### src/rtl/logic_pulser.sv
// -----------------------------------------------------------------------------
// logic_pulser
//
// Board bring-up stimulus source, the counterpart of the logic probe. A
// debounced pushbutton fires one pulse, a fixed burst of pulses, or a
// continuous train while the button is held. Each pulse overdrives the node to
// the opposite of the level sensed just before the pulse starts, through the
// enable of an external tri-state pad.
//
// Ports:
//   clk          sole clock
//   reset_n      asynchronous assert, active-low reset
//   trigger      raw pushbutton (asynchronous, active-high)
//   mode         00 single, 01 burst, 10 continuous, 11 disabled / abort
//   sense        current node level (asynchronous)
//   pulse_out    level to drive onto the node; 0 whenever pulse_oe is 0
//   pulse_oe     tri-state enable for the node driver
//   busy         high in any state other than IDLE
//   pulse_count  total pulses started, wraps 255 -> 0
// -----------------------------------------------------------------------------
module logic_pulser #(
    parameter int PULSE_WIDTH = 16,
    parameter int GAP         = 1024,
    parameter int BURST_LEN   = 4,
    parameter int DEBOUNCE    = 64
) (
    input  logic       clk,
    input  logic       reset_n,
    input  logic       trigger,
    input  logic [1:0] mode,
    input  logic       sense,
    output logic       pulse_out,
    output logic       pulse_oe,
    output logic       busy,
    output logic [7:0] pulse_count
);

    // Counter widths: each counter only ever holds 0 .. parameter-1.
    localparam int DB_W = (DEBOUNCE    > 1) ? $clog2(DEBOUNCE)    : 1;
    localparam int PW_W = (PULSE_WIDTH > 1) ? $clog2(PULSE_WIDTH) : 1;
    localparam int GP_W = (GAP         > 1) ? $clog2(GAP)         : 1;
    localparam int BL_W = (BURST_LEN   > 1) ? $clog2(BURST_LEN)   : 1;
    localparam int TM_W = (PW_W > GP_W) ? PW_W : GP_W;

    localparam logic [DB_W-1:0] DB_LAST = DB_W'(DEBOUNCE - 1);
    localparam logic [DB_W-1:0] DB_ONE  = DB_W'(1);
    localparam logic [TM_W-1:0] PW_LAST = TM_W'(PULSE_WIDTH - 1);
    localparam logic [TM_W-1:0] GP_LAST = TM_W'(GAP - 1);
    localparam logic [TM_W-1:0] TM_ONE  = TM_W'(1);
    localparam logic [BL_W-1:0] BL_LAST = BL_W'(BURST_LEN - 1);
    localparam logic [BL_W-1:0] BL_ONE  = BL_W'(1);

    localparam logic [1:0] MODE_SINGLE = 2'b00;
    localparam logic [1:0] MODE_BURST  = 2'b01;
    localparam logic [1:0] MODE_CONT   = 2'b10;
    localparam logic [1:0] MODE_OFF    = 2'b11;

    localparam logic [1:0] S_IDLE  = 2'd0;
    localparam logic [1:0] S_PULSE = 2'd1;
    localparam logic [1:0] S_GAP   = 2'd2;

    logic            trig_p0;
    logic            trig_p1;
    logic            sense_p0;
    logic            sense_p1;
    logic            trig_db;
    logic            trig_db_d;
    logic [DB_W-1:0] db_cnt;
    logic            fire;

    logic [1:0]      state;
    logic [1:0]      mode_q;
    logic            pol;
    logic [TM_W-1:0] tmr;
    logic [BL_W-1:0] burst_cnt;

    // ---- stage boundary: 2-flop synchronizers for the asynchronous inputs ----
    always_ff @(posedge clk or negedge reset_n) begin
        if (!reset_n) begin
            trig_p0  <= 1'b0;
            trig_p1  <= 1'b0;
            sense_p0 <= 1'b0;
            sense_p1 <= 1'b0;
        end else begin
            trig_p0  <= trigger;
            trig_p1  <= trig_p0;
            sense_p0 <= sense;
            sense_p1 <= sense_p0;
        end
    end

    // ---- stage boundary: debounce ----
    // The count only advances while the synchronized trigger disagrees with the
    // debounced value; any agreement (a glitch back) clears it.
    always_ff @(posedge clk or negedge reset_n) begin
        if (!reset_n) begin
            trig_db   <= 1'b0;
            trig_db_d <= 1'b0;
            db_cnt    <= '0;
        end else begin
            trig_db_d <= trig_db;
            if (trig_p1 != trig_db) begin
                if (db_cnt == DB_LAST) begin
                    trig_db <= trig_p1;
                    db_cnt  <= '0;
                end else begin
                    db_cnt <= db_cnt + DB_ONE;
                end
            end else begin
                db_cnt <= '0;
            end
        end
    end

    assign fire = trig_db & ~trig_db_d;

    // ---- stage boundary: pulse sequencer ----
    always_ff @(posedge clk or negedge reset_n) begin
        if (!reset_n) begin
            state       <= S_IDLE;
            mode_q      <= MODE_SINGLE;
            pol         <= 1'b0;
            tmr         <= '0;
            burst_cnt   <= '0;
            pulse_count <= 8'd0;
        end else if ((state != S_IDLE) && (mode == MODE_OFF)) begin
            // Live abort: the pad is released on the next edge, count kept.
            state <= S_IDLE;
            tmr   <= '0;
        end else begin
            case (state)
                S_IDLE: begin
                    if (fire && (mode != MODE_OFF)) begin
                        mode_q      <= mode;
                        pol         <= ~sense_p1;
                        burst_cnt   <= BL_LAST;
                        tmr         <= '0;
                        pulse_count <= pulse_count + 8'd1;
                        state       <= S_PULSE;
                    end
                end
                S_PULSE: begin
                    if (tmr == PW_LAST) begin
                        tmr   <= '0;
                        state <= S_GAP;
                    end else begin
                        tmr <= tmr + TM_ONE;
                    end
                end
                S_GAP: begin
                    if (tmr == GP_LAST) begin
                        tmr   <= '0;
                        state <= S_IDLE;
                        case (mode_q)
                            MODE_BURST: begin
                                if (burst_cnt != '0) begin
                                    burst_cnt   <= burst_cnt - BL_ONE;
                                    pol         <= ~sense_p1;
                                    pulse_count <= pulse_count + 8'd1;
                                    state       <= S_PULSE;
                                end
                            end
                            MODE_CONT: begin
                                if (trig_db) begin
                                    pol         <= ~sense_p1;
                                    pulse_count <= pulse_count + 8'd1;
                                    state       <= S_PULSE;
                                end
                            end
                            default: begin
                                state <= S_IDLE;
                            end
                        endcase
                    end else begin
                        tmr <= tmr + TM_ONE;
                    end
                end
                default: begin
                    state <= S_IDLE;
                    tmr   <= '0;
                end
            endcase
        end
    end

    // Outputs decode straight from the state register so an asynchronous
    // reset releases the pad immediately.
    assign pulse_oe  = (state == S_PULSE);
    assign pulse_out = pulse_oe & pol;
    assign busy      = (state != S_IDLE);

endmodule

### config.mk
export PLATFORM = sky130hd
export DESIGN_NAME = logic_pulser
export DESIGN_NICKNAME = d
export VERILOG_FILES = /design/src/rtl/logic_pulser.sv
export SDC_FILE = /design/constraint.sdc
export NUM_CORES = 1
export LEC_CHECK = 0
export CORE_UTILIZATION = 29
export DETAILED_ROUTE_END_ITERATION = 8
export GPL_TIMING_DRIVEN = 0
export PLACE_DENSITY = 0.57
export RECOVER_POWER = 50
export SLEW_MARGIN = 40
export SYNTH_ARGS = -nofsm -noshare
export SYNTH_HDL_FRONTEND = slang
export SYNTH_SLANG_ARGS = --single-unit
### constraint.sdc
create_clock -name clk -period 5.5 [get_ports clk]
set_input_delay 0.55 -clock clk [delete_from_list [all_inputs] [get_ports clk]]
set_output_delay 0.55 -clock clk [all_outputs]
set_load 0.02 [all_outputs]
======== Word-level counts from Yosys, hierarchy flattened ========
Cells that the tools add are included.
word-level totals
  register bits after elaboration ......... 37
  bits in latches ......................... 0
  memory bits (writable) .................. 0
  bits in read-only memories .............. 0
  memories ................................ 0
operators by class
  $add $sub $neg .......................... 4
  multipliers ............................. 0
  div/mod/pow operators ................... 0
  $lt $le $gt $ge ......................... 0
  equality and inequality tests ........... 20
  shift-type cells ........................ 0
  mux-type cells .......................... 32
  bitwise gates (word level) .............. 5
  reductions and logical operators ........ 11
operators by type and width
  operator                                                           number
  10-bit 2-to-1 mux                                                  4
  8-bit 2-to-1 mux                                                   4
  8-bit one-hot mux with 2 select lines                              2
  10-bit one-hot mux with 3 select lines                             1
  2-bit 2-to-1 mux                                                   8
  6-bit 2-to-1 mux                                                   2
  3-bit != test (second input constant)                              4
  10-bit by 1-bit adder with 10-bit output (second input constant)   1
  10-bit == test (second input constant)                             1
  10-bit by 4-bit == test with 1-bit output (second input constant)  1
  8-bit by 1-bit adder with 8-bit output (second input constant)     1
  2-bit != test (second input constant)                              4
  2-bit one-hot mux with 2 select lines                              2
  7-bit AND reduction                                                1
  6-bit by 1-bit adder with 6-bit output (second input constant)     1
  2-bit == test (second input constant)                              3
  6-bit == test (second input constant)                              1
  1-bit 2-to-1 mux                                                   6
  3-bit by 1-bit != test with 1-bit output (second input constant)   2
  2-bit one-hot mux with 3 select lines                              1
  3-bit AND reduction                                                2
  6-bit AND reduction                                                1
  2-bit nonzero test                                                 3
  2-bit by 1-bit == test with 1-bit output (second input constant)   2
  other kinds (9)                                                    14

======== Logic depth before layout (Yosys ltp) ========
Gate-level depths: netlist of run 1.
  depth in word-level cells ............... 6
  depth in mapped cells ................... 8

======== Worst setup path before layout of run 1 ========
OpenSTA, ideal clock, no wires.
  path kind ............................... register to register
  from .................................... register tmr[6]
  to ...................................... register state[0]
  setup time .............................. 0.076 ns
  data arrival time ....................... 1.975 ns
  data required time ...................... 5.424 ns
  path slack .............................. 3.449 ns
  cell stages (with the launch flop) ...... 6
  path through ............................ dfrtp_1 or4_4 o41ai_4 a21bo_1 or4_1 o21ai_1
on the way
  word-level cells in the longest chain between the ends .. 3
  elaborated cells on any way between the ends .. 5
  those cells by class .................... 4 x eq/ne; 1 x reduce/logical
ends and longest elaborated chain
  item                                                                                               line      text
  start: declaration                                                                                 74        logic [TM_W-1:0] tmr;
  start signal: assignment                                                                           147       tmr <= tmr + TM_ONE;
  start signal: assignment                                                                           175       tmr <= tmr + TM_ONE;
  10-bit == test / 10-bit by 4-bit == test with 1-bit output (equally long branches)                 151, 143
  3-bit != test (no source line) / 3-bit by 1-bit != test with 1-bit output (equally long branches)  --
  3-bit AND reduction (no source line) (*)                                                           --
  end signal: assignment                                                                             153       state <= S_IDLE;
  end signal: assignment                                                                             160       state <= S_PULSE;
  end signal: assignment                                                                             167       state <= S_PULSE;
  end: declaration                                                                                   71        logic [1:0] state;
Mark *: on every way between the ends. The rest lies on a longest branch, timed or not.
A chain may end at the register's enable or synchronous reset.

======== Worst setup path after layout of run 1 ========
  from .................................... register state[1]
  to ...................................... output port pulse_out
on the way
  word-level cells in the longest chain between the ends .. 2
ends and longest elaborated chain
  item                                      line  text
  start signal: assignment                  120   state <= S_IDLE;
  start signal: assignment                  128   state <= S_IDLE;
  start signal: assignment                  139   state <= S_PULSE;
  2-bit by 1-bit == test with 1-bit output  188   assign pulse_oe = (state == S_PULSE);
  1-bit AND                                 189   assign pulse_out = pulse_oe & pol;
  end: declaration                          32    output logic pulse_out,
No other way between the ends.

==> qor.csv, run 1 <==
metric,value,unit
run status,"finished, violations left",
failing checks,"max-capacitance violations, max-slew violations",
Die W,83.6,um
worst skew pair latency,290,ps
routed len/inst,12.7,um
Worst path max stage delay,600,ps
setup TNS,0,ps
layout cells sized above 1,6.85,%
Worst path slowest cell,clkdlybuf4s50_1,
antenna-violating nets left,0,
largest net degree at the start of global routing,38,
post-synth top area cell,dfrtp_1,
crit path time final,2520,ps
filler-free cell count of the finished design,296,
Reg2Reg Depth,8,
Vias/cell,4.89,
Tot GR Track Use,11.9,%
Pre-Repair DR Iteration Count,4,
Post-CTS Repair Setup Buffers,0,
CTS Buf Count,5,
Post-synth EDFFs,0,
worst path cell trace,inv_1 > ha_1 > and2_1 > clkdlybuf4s50_1,
Synth Area per Inst,9.91,sq um
top_reg_cell synth,dfrtp_1,
Max-Cap Viols,1,
Antenna diodes,0,
RePlAce Congestion,0.724,
Leak,0.993,nW
# IOs,17,
Max IR drop VDD,249,uV
Layout area overhead,17.6,%
minimum hold slack,352,ps
DRC,0,
cell area after layout,0.00227,sq mm
total gr overflow,0,
register area share after synthesis,47.9,%
f_max,397,MHz
"Req. time, crit path",4950,ps
top post-synthesis cells by area,"dfrtp_1 (48%), ha_1 (7.1%), xnor2_1 (4.5%)",
Synth Cell Area,0.00193,sq mm
"FFs w/ async S/R, synth",100,%
Slew headroom,-34.9,%
IO Port Bufs,16,
RSZ-0062 raised after global routing,false,
DRT iter0 DRCs,75,
startpoint types,flip-flop,
Hold/Removal Path Class,reg2reg,
Critical Path End Type,output port,
WP depth,4,
fin worst setup slack,2980,ps
CTS resizes,0,
CTS tree,yes,
Pwr Density,385,mW/mm^2
Final #Nets,235,
DR vias,1447,
Rows,29,
vias in the first global route,1490,
WL final,3770,um
Post-Place Cells,288,
Die Y,83.6,um
H-tree lvl count,2,
clk_skew,2.50,ps
"Buf+Inv Stages, Crit Path",2,
Worst Max-Slew Pin Slew,2020,ps
Longest Clk Path Bufs,2,
Unique masters post-synth,39,
CP Class,reg2out,
"Slew Viols, Final",38,
Fin. Hold Viols,0,
first-pass GRT wire length,6720,um
fillers,655,
post-synthesis register bit count,37,
CTS clock-pin slew for the worst setup and hold paths,80,ps
CP max FO,6,
dpl ws,3040,ps
# setup viols final,0,
hold_buf cts,0,
critical path's top delay family,buffers and inverters,
die area,0.00699,sq mm
hold path cells,0,
Starting Density,30.3,%
placed instance area,0.00219,sq mm
syn nets,212,
Crit path arrival time,1970,ps
yosys warns,0,
antenna violations before repair,0,
Yosys top cell area share,47.9,%
Post-DP HPWL,2660,um
# clock sinks,37,
period utilization,45.8,%
core area,0.00639,sq mm
Synth Instances,195,
CTS root buffer,clkbuf_8,
==> path summary, 6_finish.rpt <==
| kind | startpoint | slack (ps) | end |
|---|---|---|---|
| worst max-delay path | state[1]$_DFFE_PN0P_ | 2980 | pulse_out |
| worst min-delay path | trig_p0$_DFF_PN0_ | 350 | trig_p1$_DFF_PN0_ |
| worst max register to register | state[1]$_DFFE_PN0P_ | 3250 | tmr[7]$_DFFE_PN0P_ |
| worst min register to register | trig_p0$_DFF_PN0_ | 350 | trig_p1$_DFF_PN0_ |
| max in group asynchronous | reset_n | 3510 | pulse_count[1]$_DFFE_PN0P_ |
| min in group asynchronous | reset_n | 830 | tmr[4]$_DFFE_PN0P_ |
==> final cells by class <==
cell class | instances | area (sq um) | area share (%)
multi-input cells | 142 | 946 | 41.6
flip-flops and latches | 37 | 926 | 40.7
repair buffers | 16 | 154 | 6.77
well taps | 77 | 96.3 | 4.24
clock buffers | 5 | 68.8 | 3.03
inverters | 13 | 48.8 | 2.15
clock inverters | 3 | 21.3 | 0.936
plain buffers | 3 | 11.3 | 0.496
==> metrics by stage <==
stage	util (%)	total power (W)
2_1_floorplan	-	0.000569
3_3_place_gp	34.3	0.000684
3_5_place_dp	34.2	0.000688
4_1_cts	35.6	0.000888
5_1_grt	35.6	0.000945
6_report	35.6	0.000875
==> per-layer routing <==
layer	track usage (%)	share of wire, %	vias up
met3	2.97	3.5	2
met4	4.47	0.77	0
li1	-	-	736
met1	15.6	51	687
met2	19.0	45	22
met5	0	0	-
==> cells in the final DEF, fill, tap and decap left out, types with 2 or more instances in the layout <==
cell,count
a21o_1,2
inv_1,13
nor2_1,14
o21ai_1,3
a31oi_1,4
o22ai_1,3
xnor2_1,10
nor3_1,4
nand2_1,18
a21oi_1,8
mux2_2,2
mux2i_1,3
clkbuf_1,4
o21ai_0,6
ha_1,11
xor2_1,3
nand4_1,9
dfrtp_1,37
dlygate4sd3_1,2
nand2b_1,2
and3_1,7
and2_1,4
clkbuf_8,5
clkdlybuf4s50_1,13
nand3_1,12
==> report_power, final <==
part,internal (W),switching (W)
Combinational,0.000140,0.000202
Clock,0.0000899,0.000104
Sequential,0.000306,0.0000327
Total,0.000536,0.000338
==> sequential cells by signal, summed over array words and instances (netlist names) <==
| signal | flops |
|---|---|
| db_cnt | 6 |
| sense_p0 | 1 |
| trig_p1 | 1 |
| trig_db | 1 |
| pulse_count | 8 |
| burst_cnt | 2 |
| trig_p0 | 1 |
| pol | 1 |
| sense_p1 | 1 |
| state | 2 |
| mode_q | 2 |
| tmr | 10 |
| trig_db_d | 1 |
==> synthesized netlist by cell type, types with 3 or more instances <==
cell type  number
and2_1          4
xor2_1          3
nor3_1          4
a21oi_1         8
nand4_1         9
a31oi_1         4
o21ai_0         6
ha_1           11
nor2_1         14
inv_1          13
dfrtp_1        37
mux2i_1         3
o21ai_1         3
and3_1          7
nand2_1        18
o22ai_1         3
xnor2_1        10
nand3_1        12
clkbuf_1        3
==> worst register-to-register path: stages (launching register included) <==
cell and delay [ps]:
dfrtp_1 450, inv_1 120, ha_1 220, nand3b_1 260, nand2_1 120, o2bb2ai_1 290
clkbuf_1 380, o21ai_0 170, a31oi_1 180
==> logic make-up after synthesis <==
kind of cell,after synthesis,synth area share [%]
buf+inv,16,3.11
compound gates,36,12.9
fa+ha+maj,11,7.12
mux,5,2.72
xor+xnor,13,5.89
flops,37,47.9
simple gates,77,20.3
Power figures use the tool's default switching activity.
==> inputs of run 2 (changes only) <==
==> constraint.sdc (replaced) <==
create_clock -name clk -period 2.5 [get_ports clk]
set_input_delay 0.25 -clock clk [delete_from_list [all_inputs] [get_ports clk]]
set_output_delay 0.25 -clock clk [all_outputs]
set_load 0.02 [all_outputs]
==> qor.csv, run 2 (synthesized netlist as in run 1, its figures left out) <==
metric,value,unit,change
CP Class,reg2reg,,
# clock sinks,37,,unchanged
worst skew pair latency,290,ps,about the same
vias in the first global route,1490,,unchanged
Post-CTS Repair Setup Buffers,0,,unchanged
run status,"complete, no violations",,
max reg flops,10,,unchanged
CTS Buf Count,5,,unchanged
Layout area overhead,18.3,%,
crit path time final,2240,ps,
"commonest cells after routing, fill and taps aside","dfrtp_1 (37), nand2_1 (18), nor2_1 (14), inv_1 (13), clkdlybuf4s50_1 (13)",,
Max IR drop VDD,547,uV,+120%
setup TNS,0,ps,unchanged
Fin. Hold Viols,0,,unchanged
clk_skew,3.00,ps,+0.502 ps
fillers,655,,unchanged
f_max,447,MHz,
dpl ws,262,ps,-2780 ps
layout cells sized above 1,7.73,%,+0.88 points
Largest Register,tmr,,
Tot GR Track Use,11.9,%,unchanged
filler-free cell count of the finished design,297,,+0.34%
"Slew Viols, Final",0,,-100%
fin worst setup slack,261,ps,-2720 ps
IO Port Bufs,16,,unchanged
antenna-violating nets left,0,,unchanged
CTS clock-pin slew for the worst setup and hold paths,80,ps,about the same
met1 wire length,1930,um,+0.63%
Hold/Removal Path Class,reg2reg,,
antenna violations before repair,0,,unchanged
DRC,0,,unchanged
Crit path arrival time,2410,ps,+440 ps
"Req. time, crit path",2680,ps,-2270 ps
Rows,29,,unchanged
Final #Nets,236,,+0.43%
Worst Max-Slew Pin Slew,945,ps,-1080 ps
Starting Density,30.3,%,unchanged
DR vias,1456,,+0.62%
Top Registers,"tmr (10), pulse_count (8), db_cnt (6)",,
Antenna diodes,0,,unchanged
top sig layer,met4,,
startpoint types,flip-flop,,
Post-DP HPWL,2660,um,unchanged
RSZ-0062 raised after global routing,false,,
largest net degree at the start of global routing,38,,unchanged
Die Y,83.6,um,unchanged
H-tree lvl count,2,,unchanged
# setup viols final,0,,unchanged
Vias/cell,4.90,,+0.28%
core area,0.00639,sq mm,unchanged
DRT iter0 DRCs,76,,+1.3%
WL final,3780,um,+0.27%
Leak,1.00,nW,+1.1%
"Power, Total",0.00193,W,+120%
CP max FO,7,,+1
Slew headroom,37.0,%,+72 points
met3 routed WL,132,um,+0.76%
met2 WL,1690,um,-0.24%
hold path cells,0,,unchanged
Post-Place Cells,288,,unchanged
total gr overflow,0,,unchanged
register area,926,sq um,unchanged
Pre-Repair DR Iteration Count,4,,unchanged
Max-Cap Viols,0,,-1
Longest Clk Path Bufs,2,,unchanged
"most common cell after layout, fill and taps aside",dfrtp_1,,
Pwr Density,844,mW/mm^2,+120%
period utilization,89.6,%,
Die W,83.6,um,unchanged
CTS root buffer,clkbuf_8,,
area of the multi-input gates,946,sq um,unchanged
CTS tree,yes,,
RePlAce Congestion,0.724,,unchanged
first-pass GRT wire length,6720,um,unchanged
die area,0.00699,sq mm,unchanged
# IOs,17,,unchanged
Reg2Reg Depth,6,,-2
routed len/inst,12.7,um,about the same
Critical Path End Type,flip-flop,,
-- run 2: cell type report --
type                       count  area share, %
timing repair buffer          17           7.23
sequential                    37           40.5
tap                           77           4.22
inverter                      13           2.14
clock buffer                   5           3.01
clock inverter                 3          0.931
buffer                         3          0.548
multi-input combinational    142           41.4
-- run 2: critical path, stage by stage, from the launching register on --
cell and delay, ps:
dfrtp_1 400, ha_1 220, and3_1 220, nand4_1 240
o21ai_1 500, nand2_1 220, mux2_2 320
-- run 2: metal layers --
metal  vias up  track usage [%]
met5         -                0
met3         2             2.97
met4         0             4.47
met2        22             19.0
met1       692             15.6
li1        740                -
-- run 2: worst paths after layout --
kind	startpoint	end	slack, ps
setup / recovery	tmr[0]$_DFFE_PN0P_	pulse_count[1]$_DFFE_PN0P_	260
hold / removal	trig_p0$_DFF_PN0_	trig_p1$_DFF_PN0_	350
setup reg to reg	tmr[0]$_DFFE_PN0P_	pulse_count[1]$_DFFE_PN0P_	260
hold reg to reg	trig_p0$_DFF_PN0_	trig_p1$_DFF_PN0_	350
max in group asynchronous	reset_n	pulse_count[1]$_DFFE_PN0P_	1280
min in group asynchronous	reset_n	tmr[4]$_DFFE_PN0P_	640
-- run 2: through the flow --
step	hold slack, ps	instance area, sq um	utilization (%)
after floorplan	-45.6	1930	-
after global placement	333	2190	34.3
after detailed placement	257	2190	34.2
after CTS	356	2290	35.8
after global routing	373	2280	35.8
final	352	2280	35.8
-- run 2: where the power goes --
group | internal [W] | total (W) | leakage (nW) | switching (W)
Clock | 0.000198 | 0.000427 | 0.0445 | 0.000229
Sequential | 0.000673 | 0.000745 | 0.486 | 0.0000720
Combinational | 0.000312 | 0.000756 | 0.474 | 0.000444
-- run 2: what timing repair did --
action,in CTS,in global routing
hold buffers,1,0
setup endpoints to repair,0,2
resized for setup,0,2
hold endpoints to repair,37,0
==> inputs of run 3 (changes only) <==
--- a/config.mk
+++ b/config.mk
@@ -5,6 +5,7 @@
 export SDC_FILE = /design/constraint.sdc
 export NUM_CORES = 1
 export LEC_CHECK = 0
+export ABC_AREA = 1
 export CORE_UTILIZATION = 29
 export DETAILED_ROUTE_END_ITERATION = 8
 export GPL_TIMING_DRIVEN = 0
==> constraint.sdc (replaced) <==
create_clock -name clk -period 2.7 [get_ports clk]
set_input_delay 0.27 -clock clk [delete_from_list [all_inputs] [get_ports clk]]
set_output_delay 0.27 -clock clk [all_outputs]
set_load 0.02 [all_outputs]
==> qor.csv, run 3 <==
metric,value,unit,change
Post-synth EDFFs,0,,unchanged
# clock sinks,37,,unchanged
"FFs w/ async S/R, synth",100,%,unchanged
setup TNS,0,ps,unchanged
register area share after synthesis,44.9,%,-3.0 points
CTS Buf Count,5,,unchanged
P_int,0.00105,W,-11%
met1 wire length,2020,um,+4.9%
period utilization,77.1,%,
yosys warns,0,,unchanged
largest net degree at the start of global routing,38,,unchanged
Pwr Density,719,mW/mm^2,-15%
startpoint types,flip-flop,,
die area,0.00745,sq mm,+6.5%
placed instance area,0.00234,sq mm,+7.0%
Largest Register,tmr,,
"Req. time, crit path",2430,ps,-250 ps
Post-DP HPWL,2920,um,+9.7%
CP max FO,4,,-3
Antenna diodes,0,,unchanged
total gr overflow,0,,unchanged
CTS root buffer,clkbuf_8,,
IO Port Bufs,16,,unchanged
Yosys top cell area share,44.9,%,-3.0 points
minimum hold slack,354,ps,+1.68 ps
Critical Path End Type,output port,,
Tot GR Track Use,12.0,%,+0.065 points
"Slew Viols, Final",0,,unchanged
CTS clock-pin slew for the worst setup and hold paths,70,ps,about the same
H-tree lvl count,2,,unchanged
most frequent cells after synthesis,"nand2_1 (85), dfrtp_1 (37), inv_1 (31), nor2_1 (26), nand3_1 (15)",,
vias in the first global route,1598,,+7.2%
top post-synthesis cells by area,"dfrtp_1 (45%), nand2_1 (15%), ha_1 (6.7%)",,
Post-CTS Repair Setup Buffers,0,,unchanged
post-synth top area cell,dfrtp_1,,
"Power, Total",0.00175,W,-9.4%
Synth Instances,260,,+33%
Slew headroom,38.8,%,+1.8 points
clock network fraction of design power,21.3,%,-0.8 points
CTS tree,yes,,
Max IR drop VDD,224,uV,-59%
worst skew pair latency,280,ps,about the same
layout cells sized above 1,8.07,%,+0.34 points
"commonest cells after routing, fill and taps aside","nand2_1 (85), dfrtp_1 (37), inv_1 (31), nor2_1 (26), nand3_1 (15)",,
Seq pwr share,39.4,%,+0.8 points
Layout area overhead,17.9,%,
Top Registers,"tmr (10), pulse_count (8), db_cnt (6)",,
Final #Nets,301,,+28%
Hold/Removal Path Class,reg2reg,,
DR vias,1625,,+12%
DRC,0,,unchanged
Leak,1.17,nW,+17%
top_reg_cell synth,dfrtp_1,,
DRT iter0 DRCs,43,,-43%
Die W,86.3,um,+3.2%
# IOs,17,,unchanged
Psw,0.000696,W,-6.6%
Fin. Hold Viols,0,,unchanged
cell area after layout,0.00243,sq mm,+6.3%
routed len/inst,10.3,um,-19%
Starting Density,30.2,%,-0.086 points
max reg flops,10,,unchanged
# setup viols final,0,,unchanged
syn nets,277,,+31%
first-pass GRT wire length,7040,um,+4.8%
RSZ-0062 raised after global routing,false,,
"most common cell after layout, fill and taps aside",nand2_1,,
Crit path arrival time,1810,ps,-600 ps
clk_skew,2.46,ps,-0.538 ps
core area,0.00683,sq mm,+7.0%
met2 WL,1760,um,+3.7%
antenna-violating nets left,0,,unchanged
CP Class,reg2out,,
Comb pwr share,39.3,%,about the same
Rows,30,,+3.4%
Synth Area per Inst,7.93,sq um,-20%
switch share,39.8,%,+1.2 points
Vias/cell,4.27,,-13%
"count leader, synth",nand2_1,,
f_max,481,MHz,
Longest Clk Path Bufs,2,,unchanged
Pre-Repair DR Iteration Count,4,,unchanged
Unique masters post-synth,26,,-33%
post-synthesis register bit count,37,,unchanged
Worst Max-Slew Pin Slew,918,ps,-26.5 ps
fillers,741,,+13%
met3 routed WL,93,um,-30%
Synth Cell Area,0.00206,sq mm,+6.7%
WL final,3910,um,+3.4%
RePlAce Congestion,0.862,,+19%
run status,"complete, no violations",,
Die Y,86.3,um,+3.2%
crit path time final,2080,ps,
antenna violations before repair,0,,unchanged
top sig layer,met4,,
Max-Cap Viols,0,,unchanged
## run 3: cell types whose count changed after synthesis, moves of 4 or more
cell,before,now
and2_1,4,0
and3_1,7,0
inv_1,13,31
nand2_1,18,85
nand4_1,9,5
nor2_1,14,26
nor3_1,4,0
xnor2_1,10,4
## run 3: cell families (layout without fill, tap and decap cells)
kind of cell	Yosys count	after routing	share of synthesized area (%)
and+or+nand+nor	144	144	31.5
DFF	37	37	44.9
buffers and inverters	35	60	6.50
AOI/OAI and AO/OA	23	23	6.13
adders and majority gates	11	11	6.68
xor gates and xnor gates	10	10	4.25
## run 3: path summary, 6_finish.rpt
path                       slack, ps                  from  depth (start not counted)                         end
max reg2reg                     1040  state[0]$_DFFE_PN0P_                          9  pulse_count[1]$_DFFE_PN0P_
min reg2reg                      350    sense_p0$_DFF_PN0_                          0          sense_p1$_DFF_PN0_
max in group asynchronous       1480               reset_n                          2         db_cnt[1]$_DFF_PN0_
max                              620  state[1]$_DFFE_PN0P_                          5                   pulse_out
min                              350    sense_p0$_DFF_PN0_                          0          sense_p1$_DFF_PN0_
min in group asynchronous        640               reset_n                          2  pulse_count[4]$_DFFE_PN0P_
## run 3: repair_timing
item | 4_1_cts | 5_1_grt
endpoints found under the hold margin | 37 | 0
hold buffers | 1 | 0
gates resized for setup | 0 | 0
## run 3: final cells by class
class                           count  area, sq um  area share [%]
Buffer                              2         10.0           0.412
Clock buffer                        6         72.6            2.99
Clock inverter                      2         10.0           0.412
Inverter                           33          124            5.10
Multi-Input combinational cell    188         1000            41.2
Sequential cell                    37          926            38.1
Tap cell                           96          120            4.95
Timing Repair Buffer               17          165            6.80
## run 3: critical path, stage by stage (launching register included)
cell	delay (ps)
dfrtp_1	420
inv_1	110
ha_1	260
nand2_1	70
inv_1	70
clkdlybuf4s50_1	600
## run 3: power groups by stage
| stage | combinational (W) | sequential (W) | clock (W) |
|---|---|---|---|
| finish | 0.000686 | 0.000688 | 0.000372 |
| global route | 0.000786 | 0.000697 | 0.000413 |
| CTS | 0.000696 | 0.000688 | 0.000390 |
| detailed placement | 0.000692 | 0.000699 | 0 |
| global placement | 0.000687 | 0.000697 | 0 |
| floorplan | 0.000459 | 0.000710 | 0 |
## run 3: metal layers
| metal | global-route usage [%] | up-vias |
|---|---|---|
| met3 | 3.14 | 4 |
| met5 | 0 | - |
| met4 | 4.09 | 0 |
| met1 | 16.5 | 753 |
| li1 | - | 858 |
| met2 | 18.3 | 10 |
## run 3: per-stage QoR
stage | util, % | cells | setup slack, ps
6_report | 35.5 | 381 | 620
5_1_grt | 35.5 | 381 | 504
3_5_place_dp | 34.2 | 372 | 912
2_1_floorplan | - | 260 | 1160
4_1_cts | 35.6 | 381 | 578
3_3_place_gp | 34.3 | 372 | 418
